$ cat src/rtl/mmio_uart_tx_queue.sv
// Memory-mapped 8N1 UART transmitter fed from a 256-byte ring buffer.
// Software writes bytes into the buffer, then advances tail; hardware drains from head to tail.
module mmio_uart_tx_queue #(
  parameter int CLK_FREQ  = 27000000,
  parameter int BAUD_RATE = 115200
) (
  input  logic        clk,
  input  logic        rst,
  output logic        uart_tx,
  input  logic        input_cmd_start,
  input  logic        input_cmd_write,
  output logic        output_cmd_ready,
  input  logic [31:0] input_addr,
  output logic [31:0] output_rdata,
  output logic        output_rdata_valid,
  input  logic [31:0] input_wdata
);

  localparam int CLKS_PER_BIT = CLK_FREQ / BAUD_RATE;
  localparam int CNT_W        = (CLKS_PER_BIT > 1) ? $clog2(CLKS_PER_BIT) : 1;
  localparam logic [CNT_W-1:0] CNT_LAST = CNT_W'(CLKS_PER_BIT - 1);

  typedef enum logic [1:0] {
    S_IDLE,
    S_START,
    S_DATA,
    S_STOP
  } tx_state_t;

  logic [31:0] r_mem [0:63];
  logic [7:0]  r_head;
  logic [7:0]  r_tail;
  logic [31:0] r_rdata;
  logic        r_rdata_valid;

  tx_state_t   r_state;
  logic [CNT_W-1:0] r_cnt;
  logic [2:0]  r_bit;
  logic [7:0]  r_shreg;
  logic        r_tx;

  logic        w_accept;
  logic        w_wr;
  logic        w_rd;
  logic        w_sel_buf;
  logic        w_sel_tail;
  logic        w_sel_head;
  logic [31:0] w_rdata_next;
  logic [31:0] w_head_word;
  logic [7:0]  w_head_byte;

  tx_state_t   w_state_next;
  logic [CNT_W-1:0] w_cnt_next;
  logic [2:0]  w_bit_next;
  logic [7:0]  w_shreg_next;
  logic        w_tx_next;
  logic        w_head_inc;
  logic        w_cnt_done;

  // A read blocks the following cycle, so ready is simply the inverse of the valid pulse.
  assign output_cmd_ready   = ~r_rdata_valid;
  assign output_rdata       = r_rdata;
  assign output_rdata_valid = r_rdata_valid;
  assign uart_tx            = r_tx;

  assign w_accept   = input_cmd_start & output_cmd_ready;
  assign w_wr       = w_accept & input_cmd_write;
  assign w_rd       = w_accept & ~input_cmd_write;
  assign w_sel_buf  = (input_addr[31:9] == 23'd0) & ~input_addr[8];
  assign w_sel_tail = (input_addr == 32'h0000_0100);
  assign w_sel_head = (input_addr == 32'h0000_0104);

  // NOTE: the buffer RAM carries no reset so it maps onto plain memory; software always writes before use.
  always_ff @(posedge clk) begin
    if (w_wr && w_sel_buf) r_mem[input_addr[7:2]] <= input_wdata;
  end

  // NOTE: every always_comb output gets a default first so no path leaves it unassigned (no latch).
  always_comb begin
    w_rdata_next = '0;
    if (w_sel_buf)       w_rdata_next = r_mem[input_addr[7:2]];
    else if (w_sel_tail) w_rdata_next = {24'd0, r_tail};
    else if (w_sel_head) w_rdata_next = {24'd0, r_head};
  end

  // NOTE: sequential state uses non-blocking assignments so every register samples pre-edge values.
  always_ff @(posedge clk) begin
    if (rst) begin
      r_rdata       <= '0;
      r_rdata_valid <= 1'b0;
    end else begin
      r_rdata_valid <= w_rd;
      if (w_rd) r_rdata <= w_rdata_next;
    end
  end

  always_ff @(posedge clk) begin
    if (rst) begin
      r_tail <= '0;
      r_head <= '0;
    end else begin
      if (w_wr && w_sel_tail) r_tail <= input_wdata[7:0];
      if (w_head_inc)         r_head <= r_head + 8'd1;
    end
  end

  assign w_head_word = r_mem[r_head[7:2]];
  assign w_head_byte = w_head_word[{r_head[1:0], 3'b000} +: 8];
  assign w_cnt_done  = (r_cnt == CNT_LAST);

  always_ff @(posedge clk) begin
    if (rst) begin
      r_state <= S_IDLE;
      r_cnt   <= '0;
      r_bit   <= '0;
      r_shreg <= '0;
      r_tx    <= 1'b1;
    end else begin
      r_state <= w_state_next;
      r_cnt   <= w_cnt_next;
      r_bit   <= w_bit_next;
      r_shreg <= w_shreg_next;
      r_tx    <= w_tx_next;
    end
  end

  always_comb begin
    w_state_next = r_state;
    w_cnt_next   = w_cnt_done ? '0 : r_cnt + 1'b1;
    w_bit_next   = r_bit;
    w_shreg_next = r_shreg;
    w_head_inc   = 1'b0;
    w_tx_next    = 1'b1;

    unique case (r_state)
      S_IDLE: begin
        w_cnt_next = '0;
        if (r_head != r_tail) begin
          w_shreg_next = w_head_byte;
          w_state_next = S_START;
        end
      end
      S_START: begin
        if (w_cnt_done) begin
          w_bit_next   = '0;
          w_state_next = S_DATA;
        end
      end
      S_DATA: begin
        if (w_cnt_done) begin
          if (r_bit == 3'd7) w_state_next = S_STOP;
          else               w_bit_next   = r_bit + 3'd1;
        end
      end
      S_STOP: begin
        if (w_cnt_done) begin
          w_head_inc   = 1'b1;
          w_state_next = S_IDLE;
        end
      end
      default: w_state_next = S_IDLE;
    endcase

    // Line level is registered from the next state so uart_tx is glitch-free and aligned with r_state.
    unique case (w_state_next)
      S_START: w_tx_next = 1'b0;
      S_DATA:  w_tx_next = w_shreg_next[w_bit_next];
      default: w_tx_next = 1'b1;
    endcase
  end

endmodule

$ cat config.mk
export PLATFORM = sky130hd
export DESIGN_NAME = mmio_uart_tx_queue
export DESIGN_NICKNAME = d
export VERILOG_FILES = /design/src/rtl/mmio_uart_tx_queue.sv
export SDC_FILE = /design/constraint.sdc
export NUM_CORES = 2
export LEC_CHECK = 0
export CAP_MARGIN = 5
export CORE_ASPECT_RATIO = 1.1
export CORE_UTILIZATION = 46
export CTS_CLUSTER_SIZE = 24
export DETAILED_ROUTE_END_ITERATION = 7
export PLACE_DENSITY = 0.66
export RECOVER_POWER = 25
export SLEW_MARGIN = 20
export SYNTH_ARGS = -nofsm -noshare
export SYNTH_HDL_FRONTEND = slang
export SYNTH_SLANG_ARGS = --single-unit
export TNS_END_PERCENT = 30
$ cat constraint.sdc
create_clock -name clk -period 5.7 [get_ports clk]
set_input_delay 1.425 -clock clk [delete_from_list [all_inputs] [get_ports clk]]
set_output_delay 1.425 -clock clk [all_outputs]
set_load 0.02 [all_outputs]
==> metrics.txt <==
Tmin final 4960 ps; syn_nets 4,758; setup_tns 0 ps; largest family of logic cells by synthesized area multiplexers; P_sw 7.31 mW; GRT Resource Usage Total 0.335; Crit. End Element register; Detail Route Antenna Nets 0; power per cell area 294 nW/um2; clock slew at reported path FFs 60 ps; Post-Layout Cell Count 7,995; Pre-Repair DR Iteration Count 6; Leakage 34.0 nW; Worst Tran Pin Value 4000 ps; remaining global-route overflow 0; CTS Buffer Depth 3; VDD IR-drop max 0.387 mV; RSZ-0062 raised after global routing false; cell mode on critical path mux4_2; die area 214,000 um2; # hold bufs at CTS 0; Layout Skew 45.1 ps; placed instance count 7,592; PortBufs 102; Hold Path End r_shreg[7]; complex-gate fraction of the synthesized area 0.0276; CTS tree built; leading area contributor after synthesis edfxtp_1; Reg power frac 0.524; Synth Cell Area 97,800 um2; top routing layer used met5; Cells after Synth 4,681; drt drc 0; met2 wire length 158 mm; Required @ worst endpoint 6470 ps; post-route cell area 111,000 um2; Comb power frac 0.052; XOR/XNOR Fraction of Synth Area 0.00170; Hold Path Origin r_shreg[7]; FMAX 202 MHz; Max-Cap Viols 23; Fin. Hold Viols 0; CP max-delay cell a221oi_1; layout cells sized above 1 0.378; sequential fraction of the synthesis area 0.645; R2R Setup Slk 740 ps; Synth Area in Adders 0.00115; Area growth syn-to-layout 13.9%; Worst EP arrival 5730 ps; Finish-stage setup viols 0; WL final 359 mm; vias in the first global route 56,300; Die Y 485 um; core area 211,000 um2; Synth Flop Type edfxtp_1; power consumption 32.7 mW; Setup CP Type reg -> reg; failing checks capacitance limit, slew limit; M1 WL 125 mm; number of fill cells 16,300; Clock Power Share 0.424; antenna violations before repair 30; WL/cell 44.9 um; run status complete, but fails checks; period utilization 0.870; R2R Path End uart_tx; sw frac 0.224; Cell Rows 177; dpl hpwl 238 mm; cells along the critical path buf_4, mux4_2, mux4_2, o21ai_0, o21bai_1, o211ai_1, a221oi_1, or4b_2, o2111a_1, a31oi_1; Root Buffer clkbuf_16; RD Place Congestion 0.959; first-pass GRT wire length 483 mm; Ys Warns 0; Post-Syn Area per Cell 20.9 um2; WHS Path Cells 2; Setup Fix Bufs, Post-CTS 0; proportion of synthesized area in mux cells 0.283; share of the synthesized area in the top cell type 0.629; largest cells by area after synthesis edfxtp_1 (63%), mux4_2 (26%), dfxtp_1 (1.6%); slowest stage delay, CP 940 ps; cell-internal power 25.4 mW; post_cts resized 0; I/O pin cnt 103; Area after DPL 105,000 um2; clock sinks 2,125; Post-Synth Simple-Gate Area 0.0219; clock latency on the worst-skew pair 900 ps; Slew HR -1.66; Seq cells post-synth 2,125; pins over their slew limit 1,426; die width 442 um; routed wl met3 55.4 mm; total number of vias 59,000; Nets 5,108; Netlist cell types 73; crit-path max FO 21; Initial Util 0.463; CP Launch Type register; First DRT Iteration DRCs 11,000; largest net degree at the start of global routing 66; routed vias/inst 7.38; worst hold path type reg -> reg; Post-synth EDFFs 2,048; R2R depth 10; CTS Buf Count 210; H-tree levels 4; fraction of registers with async set/reset 0
## registers in the layout (all words and copies together) (netlist names), named ones only
name and cells:
output_rdata 32, r_shreg 8, r_mem 2048, r_tail 8
uart_tx 1, r_head 8, r_state 2, r_bit 3
r_cnt 8, output_rdata_valid 1
## area by class of cell
class                   instances  area, um2  area share
diodes                         10       25.0    0.000225
multi-input cells            2175      33300       0.299
flip-flops and latches       2125      63100       0.566
repair buffers                506       4710      0.0423
clock buffers                 252       5490      0.0493
well taps                    2774       3470      0.0312
inverters                      13       53.8    0.000483
clock inverters               140       1250      0.0113
## layer usage
metal	GRT usage	vias to the layer above
li1	-	21300
met4	0.162	36
met1	0.452	31500
met5	0.000682	-
met3	0.124	906
met2	0.479	5158
## cell families after synthesis
family / Yosys count
multiplexers: 1326
AO/OA/AOI/OAI: 367
XOR/XNOR: 19
adder cells (fa/ha/maj): 9
buffers and inverters: 381
AND/OR/NAND/NOR: 454
flip-flops: 2125
## cell usage in the layout (no fill, tap or decap), types with 50 or more instances in the layout
| cell type | Yosys | routed |
|---|---|---|
| nor2_4 | 0 | 66 |
| clkdlybuf4s50_1 | 0 | 63 |
| mux2i_1 | 154 | 154 |
| buf_12 | 1 | 71 |
| buf_4 | 51 | 317 |
| dfxtp_1 | 77 | 71 |
| nor2_1 | 168 | 102 |
| nand2_1 | 96 | 95 |
| clkinv_1 | 0 | 54 |
| edfxtp_1 | 2048 | 2048 |
| clkbuf_1 | 145 | 68 |
| nand3_1 | 50 | 50 |
| a22oi_1 | 99 | 99 |
| mux4_2 | 1129 | 1129 |
| clkbuf_16 | 0 | 213 |
## Yosys cell counts, types with 10 or more instances
master / number
dfxtp_1: 77
o21ai_0: 28
nor2_1: 168
mux2_2: 32
and3_1: 10
nand2b_1: 14
a221oi_1: 28
a221o_1: 11
o211ai_1: 15
nor2b_1: 26
buf_4: 51
buf_2: 95
inv_1: 12
o22ai_1: 38
a22o_1: 11
mux4_2: 1129
nand3_1: 50
nor3_1: 13
mux2i_1: 154
buf_1: 47
a21oi_1: 40
clkbuf_1: 145
edfxtp_1: 2048
nor4_1: 13
xnor2_1: 11
mux4_1: 11
nand2_1: 96
and2_1: 16
nand4_1: 16
a211oi_1: 20
buf_6: 27
a22oi_1: 99
## how the worst max path moves through the flow
stage / depth (start not counted) / start / to / slack (ps)
4_1_cts: 10 / register / uart_tx / 960
6_report: 10 / register / uart_tx / 740
3_3_place_gp: 8 / input_addr[20] / r_mem[40][26] / 290
3_5_place_dp: 8 / input_addr[20] / r_mem[40][26] / 230
5_1_grt: 10 / register / uart_tx / 740
2_1_floorplan: 8 / input_addr[4] / r_mem[15][0] / 260
## stage by stage
step | worst slack (ps) | util | hold WS (ps)
global route | 741 | 0.527 | 492
global placement | 290 | 0.495 | 439
detailed placement | 234 | 0.495 | 465
floorplan | 262 | - | 432
CTS | 956 | 0.527 | 474
finish | 740 | 0.527 | 469
## power groups by stage
stage | combinational (mW) | clock (mW) | sequential, mW
after floorplan | 0.778 | 0 | 17.5
after global routing | 1.73 | 14.4 | 17.1
after CTS | 1.67 | 13.9 | 17.1
after detailed placement | 1.66 | 0 | 17.4
after global placement | 1.65 | 0 | 17.4
final | 1.70 | 13.8 | 17.1
## worst max-delay path: cells and delay by family (launching register included)
family,cells,cell delay [ps]
muxes,2,1110
buffers and inverters,1,520
and+or+nand+nor,1,270
DFF,1,920
AOI/OAI and AO/OA,6,1990
Power figures use the tool's default switching activity.
